## config.mk

```make
export PLATFORM = sky130hd
export DESIGN_NAME = mem_arbiter
export DESIGN_NICKNAME = d
export VERILOG_FILES = /design/src/rtl/mem_arbiter.sv
export SDC_FILE = /design/constraint.sdc
export NUM_CORES = 1
export LEC_CHECK = 0
export BUFFER_PORTS_ARGS = -buffer_cell sky130_fd_sc_hd__buf_2
export CAP_MARGIN = 40
export CORE_AREA = 2 2 333 335
export DETAILED_ROUTE_END_ITERATION = 8
export DIE_AREA = 0 0 335 337
export MAX_ROUTING_LAYER = met4
export PLACE_DENSITY = 0.41
export REMOVE_ABC_BUFFERS = 1
export SYNTH_ARGS = -nofsm -noshare
export SYNTH_HDL_FRONTEND = slang
export SYNTH_SLANG_ARGS = --single-unit
```

## constraint.sdc

```tcl
create_clock -name clk -period 7.2 [get_ports clk]
set_input_delay 0 -clock clk [delete_from_list [all_inputs] [get_ports clk]]
set_output_delay 0 -clock clk [all_outputs]
set_load 0.02 [all_outputs]
```

## src/rtl/mem_arbiter.sv

```systemverilog
// Shares one 128-bit line memory between the I-cache and D-cache memory-side ports.
// Latency: a request sampled at edge N drives mem_read/mem_write in cycle N+1; ready is forwarded combinationally.
// Backpressure: requesters hold requests until their ready pulse; D has priority, bounded by an anti-starvation count.
//
// Ports:
//   clk, proc_reset            clock and asynchronous active-high reset
//   i_mem_* / d_mem_*          cache-side request (read/write/addr/wdata) and response (rdata/ready)
//   mem_*                      registered memory request, memory response (mem_rdata/mem_ready)
//   grant_d                    debug: 1 while the current/last owner is the D side
module mem_arbiter #(
    parameter int ADDR_W       = 28,
    parameter int DATA_W       = 128,
    parameter int STARVE_LIMIT = 4
) (
    input  logic              clk,
    input  logic              proc_reset,
    input  logic              i_mem_read,
    input  logic              i_mem_write,
    input  logic [ADDR_W-1:0] i_mem_addr,
    input  logic [DATA_W-1:0] i_mem_wdata,
    output logic [DATA_W-1:0] i_mem_rdata,
    output logic              i_mem_ready,
    input  logic              d_mem_read,
    input  logic              d_mem_write,
    input  logic [ADDR_W-1:0] d_mem_addr,
    input  logic [DATA_W-1:0] d_mem_wdata,
    output logic [DATA_W-1:0] d_mem_rdata,
    output logic              d_mem_ready,
    output logic              mem_read,
    output logic              mem_write,
    output logic [ADDR_W-1:0] mem_addr,
    output logic [DATA_W-1:0] mem_wdata,
    input  logic [DATA_W-1:0] mem_rdata,
    input  logic              mem_ready,
    output logic              grant_d
);

    typedef enum logic [1:0] {
        IDLE  = 2'd0,
        GNT_I = 2'd1,
        GNT_D = 2'd2
    } state_t;

    localparam logic [3:0] LIMIT = 4'(STARVE_LIMIT);

    state_t     state, state_nxt;
    logic [3:0] starve_cnt;
    logic       i_req, d_req;
    logic       take_i, take_d;

    assign i_req = i_mem_read | i_mem_write;
    assign d_req = d_mem_read | d_mem_write;

    // D wins ties unless I has already been passed over LIMIT times.
    always_comb begin
        state_nxt = state;
        case (state)
            IDLE: begin
                if (d_req && (!i_req || starve_cnt != LIMIT))
                    state_nxt = GNT_D;
                else if (i_req)
                    state_nxt = GNT_I;
            end
            GNT_I, GNT_D: begin
                if (mem_ready)
                    state_nxt = IDLE;
            end
            default: state_nxt = IDLE;
        endcase
    end

    assign take_d = (state == IDLE) && (state_nxt == GNT_D);
    assign take_i = (state == IDLE) && (state_nxt == GNT_I);

    always_ff @(posedge clk or posedge proc_reset) begin
        if (proc_reset)
            state <= IDLE;
        else
            state <= state_nxt;
    end

    // Memory request is captured once at grant and held until completion,
    // so the requester's inputs are don't-care while it owns the port.
    // Write takes precedence when both read and write are set.
    always_ff @(posedge clk or posedge proc_reset) begin
        if (proc_reset) begin
            mem_read   <= 1'b0;
            mem_write  <= 1'b0;
            mem_addr   <= '0;
            mem_wdata  <= '0;
            grant_d    <= 1'b0;
            starve_cnt <= 4'd0;
        end else if (take_d) begin
            mem_read   <= d_mem_read & ~d_mem_write;
            mem_write  <= d_mem_write;
            mem_addr   <= d_mem_addr;
            mem_wdata  <= d_mem_wdata;
            grant_d    <= 1'b1;
            if (!i_req)
                starve_cnt <= 4'd0;
            else if (starve_cnt < LIMIT)
                starve_cnt <= starve_cnt + 4'd1;
        end else if (take_i) begin
            mem_read   <= i_mem_read & ~i_mem_write;
            mem_write  <= i_mem_write;
            mem_addr   <= i_mem_addr;
            mem_wdata  <= i_mem_wdata;
            grant_d    <= 1'b0;
            starve_cnt <= 4'd0;
        end else if (state != IDLE && mem_ready) begin
            mem_read   <= 1'b0;
            mem_write  <= 1'b0;
        end
    end

    // Completion is steered to the owner only; a stray mem_ready in IDLE is dropped.
    assign i_mem_ready = (state == GNT_I) && mem_ready;
    assign d_mem_ready = (state == GNT_D) && mem_ready;
    assign i_mem_rdata = i_mem_ready ? mem_rdata : '0;
    assign d_mem_rdata = d_mem_ready ? mem_rdata : '0;

endmodule
```

# Word level (Yosys, flattened, before mapping)
# Index checks and enable logic that the tools add are counted.
[word_totals]
in_bits = 447
reg_bits = 165
wordCells = 56
out_inout_bits = 417
[op_classes]
addsub = 1
reduce_logical = 14
bitwise = 6
magnitude_cmp = 1
n_eq_ne = 6
n_mux = 21
[op_table]
columns = ["cell", "count"]
rows = [
  ["$mux 128", 4],
  ["$mux 28", 2],
  ["$mux 4", 4],
  ["$mux 1", 7],
  ["$logic_and 1x1->1", 6],
  ["$mux 2", 3],
  ["$add 4x1->4 const B", 1],
  ["$eq 2x1->1 const B", 2],
  ["$eq 2x2->1 const B", 2],
  ["$lt 4x3->1 const B", 1],
  ["$ne 4x3->1 const B", 1],
  ["$pmux 2 s2", 1],
  ["$reduce_bool 2->1", 2],
  ["$ne 3x2->1 const B", 1],
  ["$reduce_bool 3->1", 1],
  ["$and 1x1->1", 2],
  ["$logic_not 2->1", 1],
  ["$not 1->1", 2],
  ["$or 1x1->1", 2],
  ["$reduce_and 2->1", 1],
  ["$reduce_or 2->1", 1],
  ["$logic_not 1->1", 1],
  ["$logic_or 1x1->1", 1],
]

# Logic depth before layout (Yosys ltp)
[logic_depth]
word_depth = 10
depth_mapped = 10
mapped_depth_nobuf = 6

# Worst setup path after synthesis
# OpenSTA, ideal clock, no wires.
[synth_timing]
kind = "register to register"
start = "register state[0]"
end = "register mem_wdata[28]"
setup_ps = 130
stages_incl_launch_ff = 10
path_slack_ps = 5149
arrival_time_ps = 1921
path_cell_list = "dfrtp_1 -> inv_1 -> ha_1 -> and3b_1 -> a211o_1 -> buf_4 -> buf_6 -> clkbuf_1 -> o21ai_0 -> a31oi_1"
[synth_between]
elab_chain_cells = 6
elab_cells_between_ends = 14
cone_classes = "4 x eq/ne; 5 x mux; 5 x reduce/logical"
[synth_lines]
columns = ["element", "line_no", "text"]
rows = [
  ["start, declared", "46", "state_t state, state_nxt;"],
  ["start signal, assigned", "79", "state <= state_nxt;"],
  ["$eq 2x1->1, or another cell as far along", "57", "case (state)"],
  ["$reduce_or 2->1 / $mux 2 (equally long branches)", "57, 59", ""],
  ["$pmux 2 s2", "57", ""],
  ["$eq 2x2->1 / $eq 2x1->1 (equally long branches)", "72, 73", ""],
  ["$logic_and 1x1->1 (on tied branches)", "72, 73", ""],
  ["$mux 128 / $reduce_bool 2->1 (equally long branches)", "--", ""],
  ["end signal, assigned", "97", "mem_wdata <= d_mem_wdata;"],
  ["end signal, assigned", "107", "mem_wdata <= i_mem_wdata;"],
  ["end, declared", "32", "output logic [DATA_W-1:0] mem_wdata,"],
]
# Parallel ways exist; a longest one is shown, timed or not.
# A chain may end at the register's enable or synchronous reset.

# Final worst setup path
[layout_timing]
start = "register state[0]"
end = "register mem_wdata[95]"
# The elaborated chain is that of the path after synthesis.

==> results.ini <==
[setup_path]
worstReg2RegStart=state[0]$_DFF_PP0_
timing.critical_path.fanout_max=63
slowest_delay_ns=0.71
crit_arrival_ns=4.33
critical_path_required_ns=7.64
worstReg2RegEnd=mem_wdata[95]$_DFFE_PP0P_
crit_path_end_kind=flip-flop
ff2ff_path_depth=9
reg2reg_slack_ns=3.31
timing.critical_path.from_type=flip-flop
critPathMostFrequentCell=sky130_fd_sc_hd__buf_4
critical_path_cell_sequence=inv_1 -> ha_1 -> nor2b_1 -> o2111ai_4 -> buf_4 -> buf_4 -> a211oi_1 -> a31oi_1 -> dlygate4sd3_1
critical_path_class=reg -> reg
cp_slowest_cell=sky130_fd_sc_hd__buf_4

[pwr]
power.switching_fraction=0.503
switching_power_mw=4.20
p_seq_frac=0.199
vdd_drop_max_mv=0.292
power.combinational.fraction=0.677
power.total_mw=8.36
static-leakage-power_nw=9.68
power_frac_clock=0.123
p_int_mw=4.16
pwr_dens_mw_per_mm2=410

[finish]
number_of_fillers_in_the_final_layout=12491
layout.cells.non_filler=3806
fin_nets=2792
layout-drive-gt1-share=0.398
layout.cells.most_common_list=862 x sky130_fd_sc_hd__buf_2, 320 x sky130_fd_sc_hd__dlygate4sd3_1, 257 x sky130_fd_sc_hd__and3_1
mostFrequentLayoutCell=sky130_fd_sc_hd__buf_2
finish.utilization=0.186
syn2layout_area_growth_pct=90.1
postLayoutCellArea_mm2=0.0204

[clock_tree]
cts-buffers-inserted=17
insertion_delay_ns=0.51
cts_tree=yes
postCtsSetupBuffers=0
clkTransAtPathRegs_ns=0.08
clkSinkCount=165
cts_resized=0
cts_htree_levels=4
hold_buffers=320
ctsRootBufferMaster=sky130_fd_sc_hd__clkbuf_16
longest_clk_path_bufs=2

[sta]
worst_clock_skew_ns=0.0176
timing.max_slew.rel_slack=0.413
fmax_mhz=257
final-max-slew-violation-count=0
fin_crit_sh=0.540
finalHoldViolations=0
worst_slew_pin_slew_ns=0.881
grt_setup_unrepaired=false
worst_hold_slack_ns=0.0868
fin_tns_setup_ns=0
setup_viol=0
setup_slack_ns=3.31
layout_min_cycle_time_ns=3.89

[status]
run_status=finished clean

[placement]
placed_cells_incl_taps=3426
place_ws_ns=3.84
place_area_mm2=0.0165
gp_congestion=0.995
post_detail_place_hpwl_um=63900
placement.io_buffers=863

[routing]
dr.first_iter.drc_count=1043
drt-pass1-iter-count=5
num_vias=15544
drt_wl_total_um=86600
drc_errors=0
drtAntennaViolNets=0
detail_route.wl_per_cell_um=22.8
drt-vias-per-instance=4.08

[logic_synthesis]
synth.cell_area_mm2=0.0107
seq_area_frac_synth=0.385
synth_area_per_cell_um2=8.22
ys_types=37
syn_inst=1305
postSynthRegisterBits=165
synth-warning-count=0

[floorplanning]
placeable_area_mm2=0.110
floorplan.die.height_um=337
initial_utilization=0.0979
design.portCount=864
width_of_the_chip_um=335
die_area_mm2=0.113
total_number_of_placement_rows=122

[worst_hold_path]
hold_path.class=in -> async

[global_routing]
grt.total_usage=0.150
vias_in_the_first_global_route=15152
overflow_left_after_global_routing=0
grt_antenna_before_repair=38
first_pass_grt_wire_length_um=117000
grt_max_degree=163

[job]
max_cap_violations=0

synth_stat cells:
| library cell | count | area share |
|---|---|---|
| sky130_fd_sc_hd__a211o_1 | 2 | 0.0016 |
| sky130_fd_sc_hd__a211oi_1 | 158 | 0.11 |
| sky130_fd_sc_hd__a211oi_2 | 1 | 0.0012 |
| sky130_fd_sc_hd__a21bo_1 | 1 | 0.00093 |
| sky130_fd_sc_hd__a21o_1 | 1 | 0.00070 |
| sky130_fd_sc_hd__a21oi_1 | 3 | 0.0014 |
| sky130_fd_sc_hd__a221oi_1 | 1 | 0.00082 |
| sky130_fd_sc_hd__a2bb2oi_1 | 1 | 0.00082 |
| sky130_fd_sc_hd__a31oi_1 | 157 | 0.092 |
| sky130_fd_sc_hd__and2_1 | 2 | 0.0012 |
| sky130_fd_sc_hd__and3_1 | 257 | 0.15 |
| sky130_fd_sc_hd__and3b_1 | 1 | 0.00082 |
| sky130_fd_sc_hd__buf_1 | 2 | 0.00070 |
| sky130_fd_sc_hd__buf_2 | 41 | 0.019 |
| sky130_fd_sc_hd__buf_4 | 5 | 0.0035 |
| sky130_fd_sc_hd__buf_6 | 3 | 0.0031 |
| sky130_fd_sc_hd__clkbuf_1 | 147 | 0.051 |
| sky130_fd_sc_hd__dfrtp_1 | 165 | 0.38 |
| sky130_fd_sc_hd__ha_1 | 6 | 0.0070 |
| sky130_fd_sc_hd__inv_1 | 6 | 0.0021 |
| sky130_fd_sc_hd__nand2_1 | 3 | 0.0010 |
| sky130_fd_sc_hd__nand2b_1 | 3 | 0.0017 |
| sky130_fd_sc_hd__nand3_1 | 156 | 0.073 |
| sky130_fd_sc_hd__nand3b_1 | 1 | 0.00070 |
| sky130_fd_sc_hd__nand4b_1 | 1 | 0.00082 |
| sky130_fd_sc_hd__nor2_1 | 5 | 0.0017 |
| sky130_fd_sc_hd__nor2_4 | 1 | 0.0010 |
| sky130_fd_sc_hd__nor2b_1 | 1 | 0.00058 |
| sky130_fd_sc_hd__nor3_1 | 3 | 0.0014 |
| sky130_fd_sc_hd__o2111ai_2 | 1 | 0.0014 |
| sky130_fd_sc_hd__o211ai_1 | 2 | 0.0014 |
| sky130_fd_sc_hd__o21ai_0 | 144 | 0.067 |
| sky130_fd_sc_hd__o21ai_1 | 18 | 0.0084 |
| sky130_fd_sc_hd__o2bb2ai_1 | 3 | 0.0024 |
| sky130_fd_sc_hd__o32a_1 | 1 | 0.00093 |
| sky130_fd_sc_hd__o32ai_4 | 1 | 0.0026 |
| sky130_fd_sc_hd__or2_2 | 1 | 0.00058 |
power by group through the flow:
stage,Sequential [mW],Combinational [mW],Clock [mW]
2_1_floorplan,2.20,1.96,0
3_3_place_gp,1.68,4.53,0
3_5_place_dp,1.67,4.65,0
4_1_cts,1.67,5.71,1.10
5_1_grt,1.72,6.11,1.12
6_report,1.67,5.66,1.03
routing by layer:
layer,vias up,share of wire,GRT usage
li1,7122,-,-
met1,7628,0.43,0.189
met2,742,0.46,0.235
met3,52,0.095,0.0468
met4,0,0.014,0.0300
met5,-,0,-
cells by family (layout without fill, tap and decap cells):
logic type | after synthesis | in the layout | share of synthesized area
flops | 165 | 165 | 0.385
fa+ha+maj | 6 | 6 | 0.00700
simple gates | 435 | 435 | 0.234
buf+inv | 204 | 1251 | 0.0800
compound gates | 495 | 495 | 0.294
other cells | 0 | 28 | 0
registers in the layout, summed over array words and instances, names as in the netlist:
register    count
grant_d         1
mem_addr       28
mem_read        1
mem_wdata     128
mem_write       1
starve_cnt      4
state           2
worst max-delay path: cells and delay by family (launching register included):
family	cells	cell delay (ns)
compound gates	3	0.58
fa+ha+maj	1	0.36
buf+inv	4	2.11
flops	1	0.49
simple gates	1	0.18
area by class of cell:
class / count / area [um2] / share of cell area
clock inverters: 14 / 164 / 0.00804
clock buffers: 18 / 429 / 0.0210
inverters: 6 / 30.0 / 0.00147
flip-flops and latches: 165 / 4130 / 0.202
well taps: 1426 / 1780 / 0.0875
diodes: 28 / 70.1 / 0.00344
repair buffers: 1213 / 7980 / 0.391
multi-input cells: 936 / 5810 / 0.285
how the worst max path moves through the flow:
stage                         startpoint                         to  slack, ns
6_report              state[0]$_DFF_PP0_  mem_wdata[95]$_DFFE_PP0P_       3.31
5_1_grt               state[0]$_DFF_PP0_  mem_wdata[60]$_DFFE_PP0P_       3.12
4_1_cts               state[0]$_DFF_PP0_  mem_wdata[60]$_DFFE_PP0P_       3.31
3_5_place_dp          state[0]$_DFF_PP0_  mem_wdata[60]$_DFFE_PP0P_       3.84
3_3_place_gp          state[0]$_DFF_PP0_    mem_addr[6]$_DFFE_PP0P_       3.49
2_1_floorplan  starve_cnt[0]$_DFFE_PP0P_    mem_addr[0]$_DFFE_PP0P_      -1.77
No activity file was read; power rests on OpenSTA's default activity.
